`src/rtl/ibis_video_timing.sv`:
```
// Raster timing generator: pixel/line counters advanced on enable strobes, with
// registered decode of data_enable, syncs, coordinates and line/frame strobes.
module ibis_video_timing #(
  parameter int H_ACTIVE    = 640,
  parameter int H_FRONT     = 16,
  parameter int H_SYNC      = 96,
  parameter int H_BACK      = 48,
  parameter int V_ACTIVE    = 480,
  parameter int V_FRONT     = 10,
  parameter int V_SYNC      = 2,
  parameter int V_BACK      = 33,
  parameter bit H_SYNC_POL  = 1'b0,
  parameter bit V_SYNC_POL  = 1'b0,
  parameter int COORD_WIDTH = 12
) (
  input  logic                   clock,
  input  logic                   reset,
  input  logic                   enable,
  output logic                   data_enable,
  output logic [1:0]             control,
  output logic                   hsync,
  output logic                   vsync,
  output logic [COORD_WIDTH-1:0] x,
  output logic [COORD_WIDTH-1:0] y,
  output logic                   line_start,
  output logic                   frame_start
);

  localparam int H_TOTAL = H_ACTIVE + H_FRONT + H_SYNC + H_BACK;
  localparam int V_TOTAL = V_ACTIVE + V_FRONT + V_SYNC + V_BACK;

  if (H_ACTIVE < 1 || H_FRONT < 1 || H_SYNC < 1 || H_BACK < 1 ||
      V_ACTIVE < 1 || V_FRONT < 1 || V_SYNC < 1 || V_BACK < 1 ||
      COORD_WIDTH < 1 || COORD_WIDTH > 32) begin : g_bad_param
    $fatal(1, "ibis_video_timing: timing parameters must be >= 1");
  end
  if (longint'(H_TOTAL - 1) >= (longint'(1) << COORD_WIDTH) ||
      longint'(V_TOTAL - 1) >= (longint'(1) << COORD_WIDTH)) begin : g_bad_width
    $fatal(1, "ibis_video_timing: H_TOTAL-1 / V_TOTAL-1 do not fit in COORD_WIDTH");
  end

  // Sync windows end before the back porch, so every bound is < H_TOTAL / V_TOTAL.
  localparam logic [COORD_WIDTH-1:0] H_LAST   = COORD_WIDTH'(H_TOTAL - 1);
  localparam logic [COORD_WIDTH-1:0] V_LAST   = COORD_WIDTH'(V_TOTAL - 1);
  localparam logic [COORD_WIDTH-1:0] H_ACT    = COORD_WIDTH'(H_ACTIVE);
  localparam logic [COORD_WIDTH-1:0] V_ACT    = COORD_WIDTH'(V_ACTIVE);
  localparam logic [COORD_WIDTH-1:0] HS_BEGIN = COORD_WIDTH'(H_ACTIVE + H_FRONT);
  localparam logic [COORD_WIDTH-1:0] HS_END   = COORD_WIDTH'(H_ACTIVE + H_FRONT + H_SYNC);
  localparam logic [COORD_WIDTH-1:0] VS_BEGIN = COORD_WIDTH'(V_ACTIVE + V_FRONT);
  localparam logic [COORD_WIDTH-1:0] VS_END   = COORD_WIDTH'(V_ACTIVE + V_FRONT + V_SYNC);

  logic [COORD_WIDTH-1:0] r_h;
  logic [COORD_WIDTH-1:0] r_v;
  logic                   r_de;
  logic                   r_hsync;
  logic                   r_vsync;
  logic [COORD_WIDTH-1:0] r_x;
  logic [COORD_WIDTH-1:0] r_y;
  logic                   r_line_start;
  logic                   r_frame_start;

  logic w_h_wrap;
  logic w_v_wrap;
  logic w_de;
  logic w_hs_act;
  logic w_vs_act;

  assign w_h_wrap = (r_h == H_LAST);
  assign w_v_wrap = (r_v == V_LAST);
  assign w_de     = (r_h < H_ACT) && (r_v < V_ACT);
  assign w_hs_act = (r_h >= HS_BEGIN) && (r_h < HS_END);
  assign w_vs_act = (r_v >= VS_BEGIN) && (r_v < VS_END);

  always_ff @(posedge clock) begin
    if (reset) begin
      r_h <= '0;
      r_v <= '0;
    end else if (enable) begin
      r_h <= w_h_wrap ? '0 : r_h + COORD_WIDTH'(1);
      if (w_h_wrap) begin
        r_v <= w_v_wrap ? '0 : r_v + COORD_WIDTH'(1);
      end
    end
  end

  // Outputs capture the decode of the position before this edge's advance.
  always_ff @(posedge clock) begin
    if (reset) begin
      r_de          <= 1'b0;
      r_hsync       <= ~H_SYNC_POL;
      r_vsync       <= ~V_SYNC_POL;
      r_x           <= '0;
      r_y           <= '0;
      r_line_start  <= 1'b0;
      r_frame_start <= 1'b0;
    end else if (enable) begin
      r_de          <= w_de;
      r_hsync       <= w_hs_act ? H_SYNC_POL : ~H_SYNC_POL;
      r_vsync       <= w_vs_act ? V_SYNC_POL : ~V_SYNC_POL;
      r_x           <= r_h;
      r_y           <= r_v;
      r_line_start  <= (r_h == '0);
      r_frame_start <= (r_h == '0) && (r_v == '0);
    end
  end

  assign data_enable = r_de;
  assign hsync       = r_hsync;
  assign vsync       = r_vsync;
  assign control     = {r_vsync, r_hsync};
  assign x           = r_x;
  assign y           = r_y;
  assign line_start  = r_line_start;
  assign frame_start = r_frame_start;

endmodule

```
`config.mk`:
```
export PLATFORM = sky130hd
export DESIGN_NAME = ibis_video_timing
export DESIGN_NICKNAME = d
export VERILOG_FILES = /design/src/rtl/ibis_video_timing.sv
export SDC_FILE = /design/constraint.sdc
export NUM_CORES = 1
export LEC_CHECK = 0
export BUFFER_PORTS_ARGS = -buffer_cell sky130_fd_sc_hd__buf_4
export CAP_MARGIN = 20
export CORE_MARGIN = 2
export CORE_UTILIZATION = 40
export CTS_CLUSTER_DIAMETER = 40
export DETAILED_ROUTE_END_ITERATION = 6
export GPL_TIMING_DRIVEN = 0
export PLACE_DENSITY = 0.69
export SLEW_MARGIN = 20
export SYNTH_ARGS = -nofsm -noshare
export SYNTH_HDL_FRONTEND = slang
export SYNTH_SLANG_ARGS = --single-unit
```
`constraint.sdc`:
```
create_clock -name clock -period 2.8 [get_ports clock]
set_input_delay 0.56 -clock clock [delete_from_list [all_inputs] [get_ports clock]]
set_output_delay 0.56 -clock clock [all_outputs]
set_load 0.02 [all_outputs]
```
After elaboration in Yosys (flattened, before gate mapping)
Cells that the tools add are included.

Memories kept: 0. Register bits after elaboration: 53. Bits in latches: 0. Memory bits (read-only): 0. Logic and storage cells: 30. Output and inout port bits: 31. RAM bits: 0.

Reductions and logical operators: 7. Add/subtract/negate cells: 2. Multiplexer cells: 4. Magnitude comparators: 6. Shift operators: 0. Eq/ne operators: 2. Div/mod/pow operators: 0. Bitwise gates (word level): 0. Multiply operators: 0.

Operators by type and width (number): 12-bit by 1-bit adder with 12-bit output (second input constant) (2); 12-bit by 10-bit equality test with 1-bit output (second input constant) (2); 12-bit logical NOT (2); 12-bit by 10-bit < comparator with 1-bit output (second input constant) (2); 12-bit by 9-bit < comparator with 1-bit output (second input constant) (2); 12-bit two-way mux (2); 12-bit by 10-bit >= comparator with 1-bit output (second input constant) (1); 12-bit by 9-bit >= comparator with 1-bit output (second input constant) (1); 1-bit logical AND (4); 1-bit two-way mux (2); 2-bit AND reduction (1).

Logic depth before layout (Yosys ltp)
Depth in word-level cells: 3. Depth in mapped cells: 7. Mapped depth without buffers: 6.

Worst setup path after synthesis
Ideal clock, no wire load.

Kind: register to register. Start point: register r_h[6]. End point: register r_h[10]. Slack: 0.746 ns. Path buffers: 3. Library setup time: 0.117 ns. Arrival: 1.937 ns. Stages on the path, launching flop included: 8. Period minus slack after synthesis: 2.054 ns. Path through: dfxtp_1 -> buf_6 -> or4_4 -> or4_1 -> buf_2 -> nand2_2 -> buf_2 -> nor2_1.

Word-level cells in the longest chain between the ends: 2. Elaborated cells between the ends (all ways): 3.

Ends and longest elaborated chain: start, declared (line 52) `logic [COORD_WIDTH-1:0] r_h;`; start signal, assigned (line 79) `r_h <= w_h_wrap ? '0 : r_h + COORD_WIDTH'(1);`; 12-bit by 1-bit adder with 12-bit output / 12-bit by 10-bit equality test with 1-bit output (equally long branches) (line 79, 68); 12-bit two-way mux (*) (line 79).

Mark *: on every way between the ends. The rest lies on a longest branch, timed or not. A chain may end at the register's enable or synchronous reset.

Worst setup path after layout
Start point: register r_h[6]. End point: register r_h[4].

Word-level cells in the longest chain between the ends: 2.

Ends and longest elaborated chain: 12-bit by 10-bit equality test with 1-bit output (line 68) `assign w_h_wrap = (r_h == H_LAST);`; 12-bit two-way mux (line 79).

No other way between the ends.

==> impl_results.md <==
- Post-CTS Resized: 0
- Total GRT Usage: 0.169
- Most frequent cells after synthesis: 53 x dfxtp_1, 38 x nor2_1, 24 x mux2i_1
- WP buf/inv: 3
- Total Power: 0.00126 W
- Peak supply drop: 0.292 mV
- Starting Density: 0.420
- Post-synthesis mux area share: 0.102
- Layout Skew: 5.75 ps
- Setup TNS: 0 ps
- Clock slew at reported path FFs: 90 ps
- Crit path required time: 3000 ps
- Synthesis warning total: 0
- Setup Buffers After CTS: 0
- Unrepaired setup endpoints after global routing: no
- Hold Vio Cnt, Final: 0
- Hold_ws: 458 ps
- Number of flops mapped to enable cells by yosys: 0
- Sw Ratio: 0.234
- Top FF cell, synth: dfxtp_1
- Core Area: 5610 um2
- Synth Area in Compound Gates: 0.0994
- Nets@finish: 304
- I/O pin total: 34
- Via count: 2025
- Vias in the first global route: 1813
- Synth Net Count: 265
- Final min period: 2260 ps
- CP max stage delay: 530 ps
- ANT cells: 0
- Post-synth top area share: 0.451
- CTS buffer count: 5
- Die Y: 80.7 um
- Cell Chain, Critical Path: buf_6 > or4_4 > or4_1 > buf_2 > nand2_2 > buf_2 > nor2_1
- Final core utilization: 0.494
- First-pass GRT wire length: 8700 um
- Worst slew pin tran: 718 ps
- NetSw: 0.000297 W
- Post-synth top area cell: dfxtp_1
- Final ANT Viol Nets: 0
- Final Worst Setup Slack: 537 ps
- Data arrival, critical path: 2460 ps
- Crit end category: flip-flop
- Register bit count reported by yosys: 53
- Post-Syn Instances: 258
- Clock Tree Buf Depth: 2
- Comb pwr share: 0.062
- Synth cell types: 39
- HP Class: flip-flop to flip-flop
- Post-DP HPWL: 3620 um
- Cell mode on critical path: buf_2
- Slowest stage cell on the critical path: or4_4
- Area Growth Syn to Fin: 17.6%
- Worst Hold Depth: 2
- Post-synthesis sequential area ratio: 0.451
- Sequential Power Share: 0.606
- Post-Synth Adder-Cell Area: 0.0213
- Crit path max-delay family: simple AND/OR/NAND/NOR gates
- Residual DRC: 0
- Slew margin rel.: 0.521
- CTS tree: done
- Startpoint types: flip-flop
- FF-to-FF path depth: 7
- Worst-Skew Late Latency: 310 ps
- Xor and xnor area share after synthesis: 0.0372
- Share of cells above drive strength 1: 0.168
- Largest family of logic cells by synthesized area: simple AND/OR/NAND/NOR gates
- Synth Area in Simple Gates: 0.239
- Clock share of power: 0.332
- Fmax: 442 MHz
- Clock Sinks: 53
- Count leader, synth: dfxtp_1
- Place WS: 497 ps
- Routed length per instance: 13.9 um
- Avg Vias per Cell: 5.47
- FP Rows: 27
- Synthesized cell area: 2350 um2
- Final worst-path cycle share: 0.808
- Area of the die: 6510 um2
- Remaining Overflow, GRT: 0
- Largest net degree at the start of global routing: 16
- Fin. max-slew vios: 0
- H-tree levels: 2
- Reg area: 1060 um2
- Avg Cell Area, Syn: 9.12 um2
- Antenna violations before repair: 0
- Multi-input logic area: 1170 um2
- PortBufs: 32
- Power per cell area: 457 nW/um2
- Total Wirelength: 5140 um
- Critical path class: flip-flop to flip-flop
- Pint: 0.000968 W
- Critical path depth in cells: 7
- Fill count: 568
- MaxCap Viol Count: 0
- Final Wtd Congestion: 0.844
- Post-cts hold buffer count: 0
- Top area cells in the synthesized netlist: dfxtp_1 45%, mux2i_1 10%, nor2_1 6.1%, nand3_1 3.4%, xnor2_1 2.6%
- Async SR Flop Fraction: 0
- CP max FO: 10
- Starting DRT DRC Count: 124
- Leakage: 1.10 nW
- Chip Width: 80.7 um
- Status: complete, no violations
- 1st-pass router iterations: 4
- Clk root buf: clkbuf_8
- Setup violators final: 0
[cells by family (layout without fill, tap and decap cells)]
family	Yosys count	in the layout
AND/OR/NAND/NOR	107	107
flip-flops	53	53
AO/OA/AOI/OAI	33	33
buffers and inverters	27	67
multiplexers	24	24
XOR/XNOR	10	10
adder cells (fa/ha/maj)	4	4
[placed cells by master (no fill, tap or decap), drive strengths merged, types with 6 or more instances in the layout]
cell type	count
xnor2	7
dfxtp	53
a41oi	6
nor3	7
nand3	16
nand2	13
clkbuf	19
mux2i	24
inv	8
nor2	38
nand4	9
buf	39
[state kept, by name (all words and copies together) (netlist names)]
| name | count |
|---|---|
| r_v | 12 |
| line_start | 1 |
| r_h | 12 |
| vsync | 1 |
| data_enable | 1 |
| frame_start | 1 |
| y | 12 |
| hsync | 1 |
| x | 12 |
[path summary, 6_finish.rpt]
path / start / endpoint / slack (ps)
worst max-delay path: r_h[6] / r_h[4] / 540
worst min-delay path: frame_start / frame_start / 460
worst max register to register: r_h[6] / r_h[4] / 540
worst min register to register: frame_start / frame_start / 460
[cell type report]
class / count / area share
Timing Repair Buffer: 32 / 0.0868
Sequential cell: 53 / 0.383
Inverter: 8 / 0.0108
Tap cell: 72 / 0.0325
Clock buffer: 7 / 0.0276
Clock inverter: 1 / 0.00271
Buffer: 19 / 0.0321
Multi-Input combinational cell: 178 / 0.424
[worst min-delay path, stage by stage, from the launching register on]
cell and delay (ps):
dfxtp_1 320, nand2_1 50, a21oi_1 50
[power groups by stage]
stage	clock network [W]	logic (W)	registers, W
2_1_floorplan	0	0.0000493	0.000789
3_3_place_gp	0	0.0000782	0.000784
3_5_place_dp	0	0.0000793	0.000784
4_1_cts	0.000434	0.0000798	0.000767
5_1_grt	0.000461	0.0000865	0.000768
6_report	0.000420	0.0000788	0.000766
[per-stage QoR]
| stage | std cells | area, um2 |
|---|---|---|
| after floorplan | 258 | 2350 |
| after detailed placement | 362 | 2680 |
| after global routing | 370 | 2770 |
| after CTS | 370 | 2770 |
| final | 370 | 2770 |
| after global placement | 362 | 2680 |
[per-layer routing]
layer,wire length (um),up-vias,global-route usage
li1,-,1009,-
met1,2540,930,0.242
met2,2170,75,0.248
met3,328,11,0.0382
met4,99,0,0.0661
met5,0,-,0
Note: power is estimated with default switching activity, not from simulation.
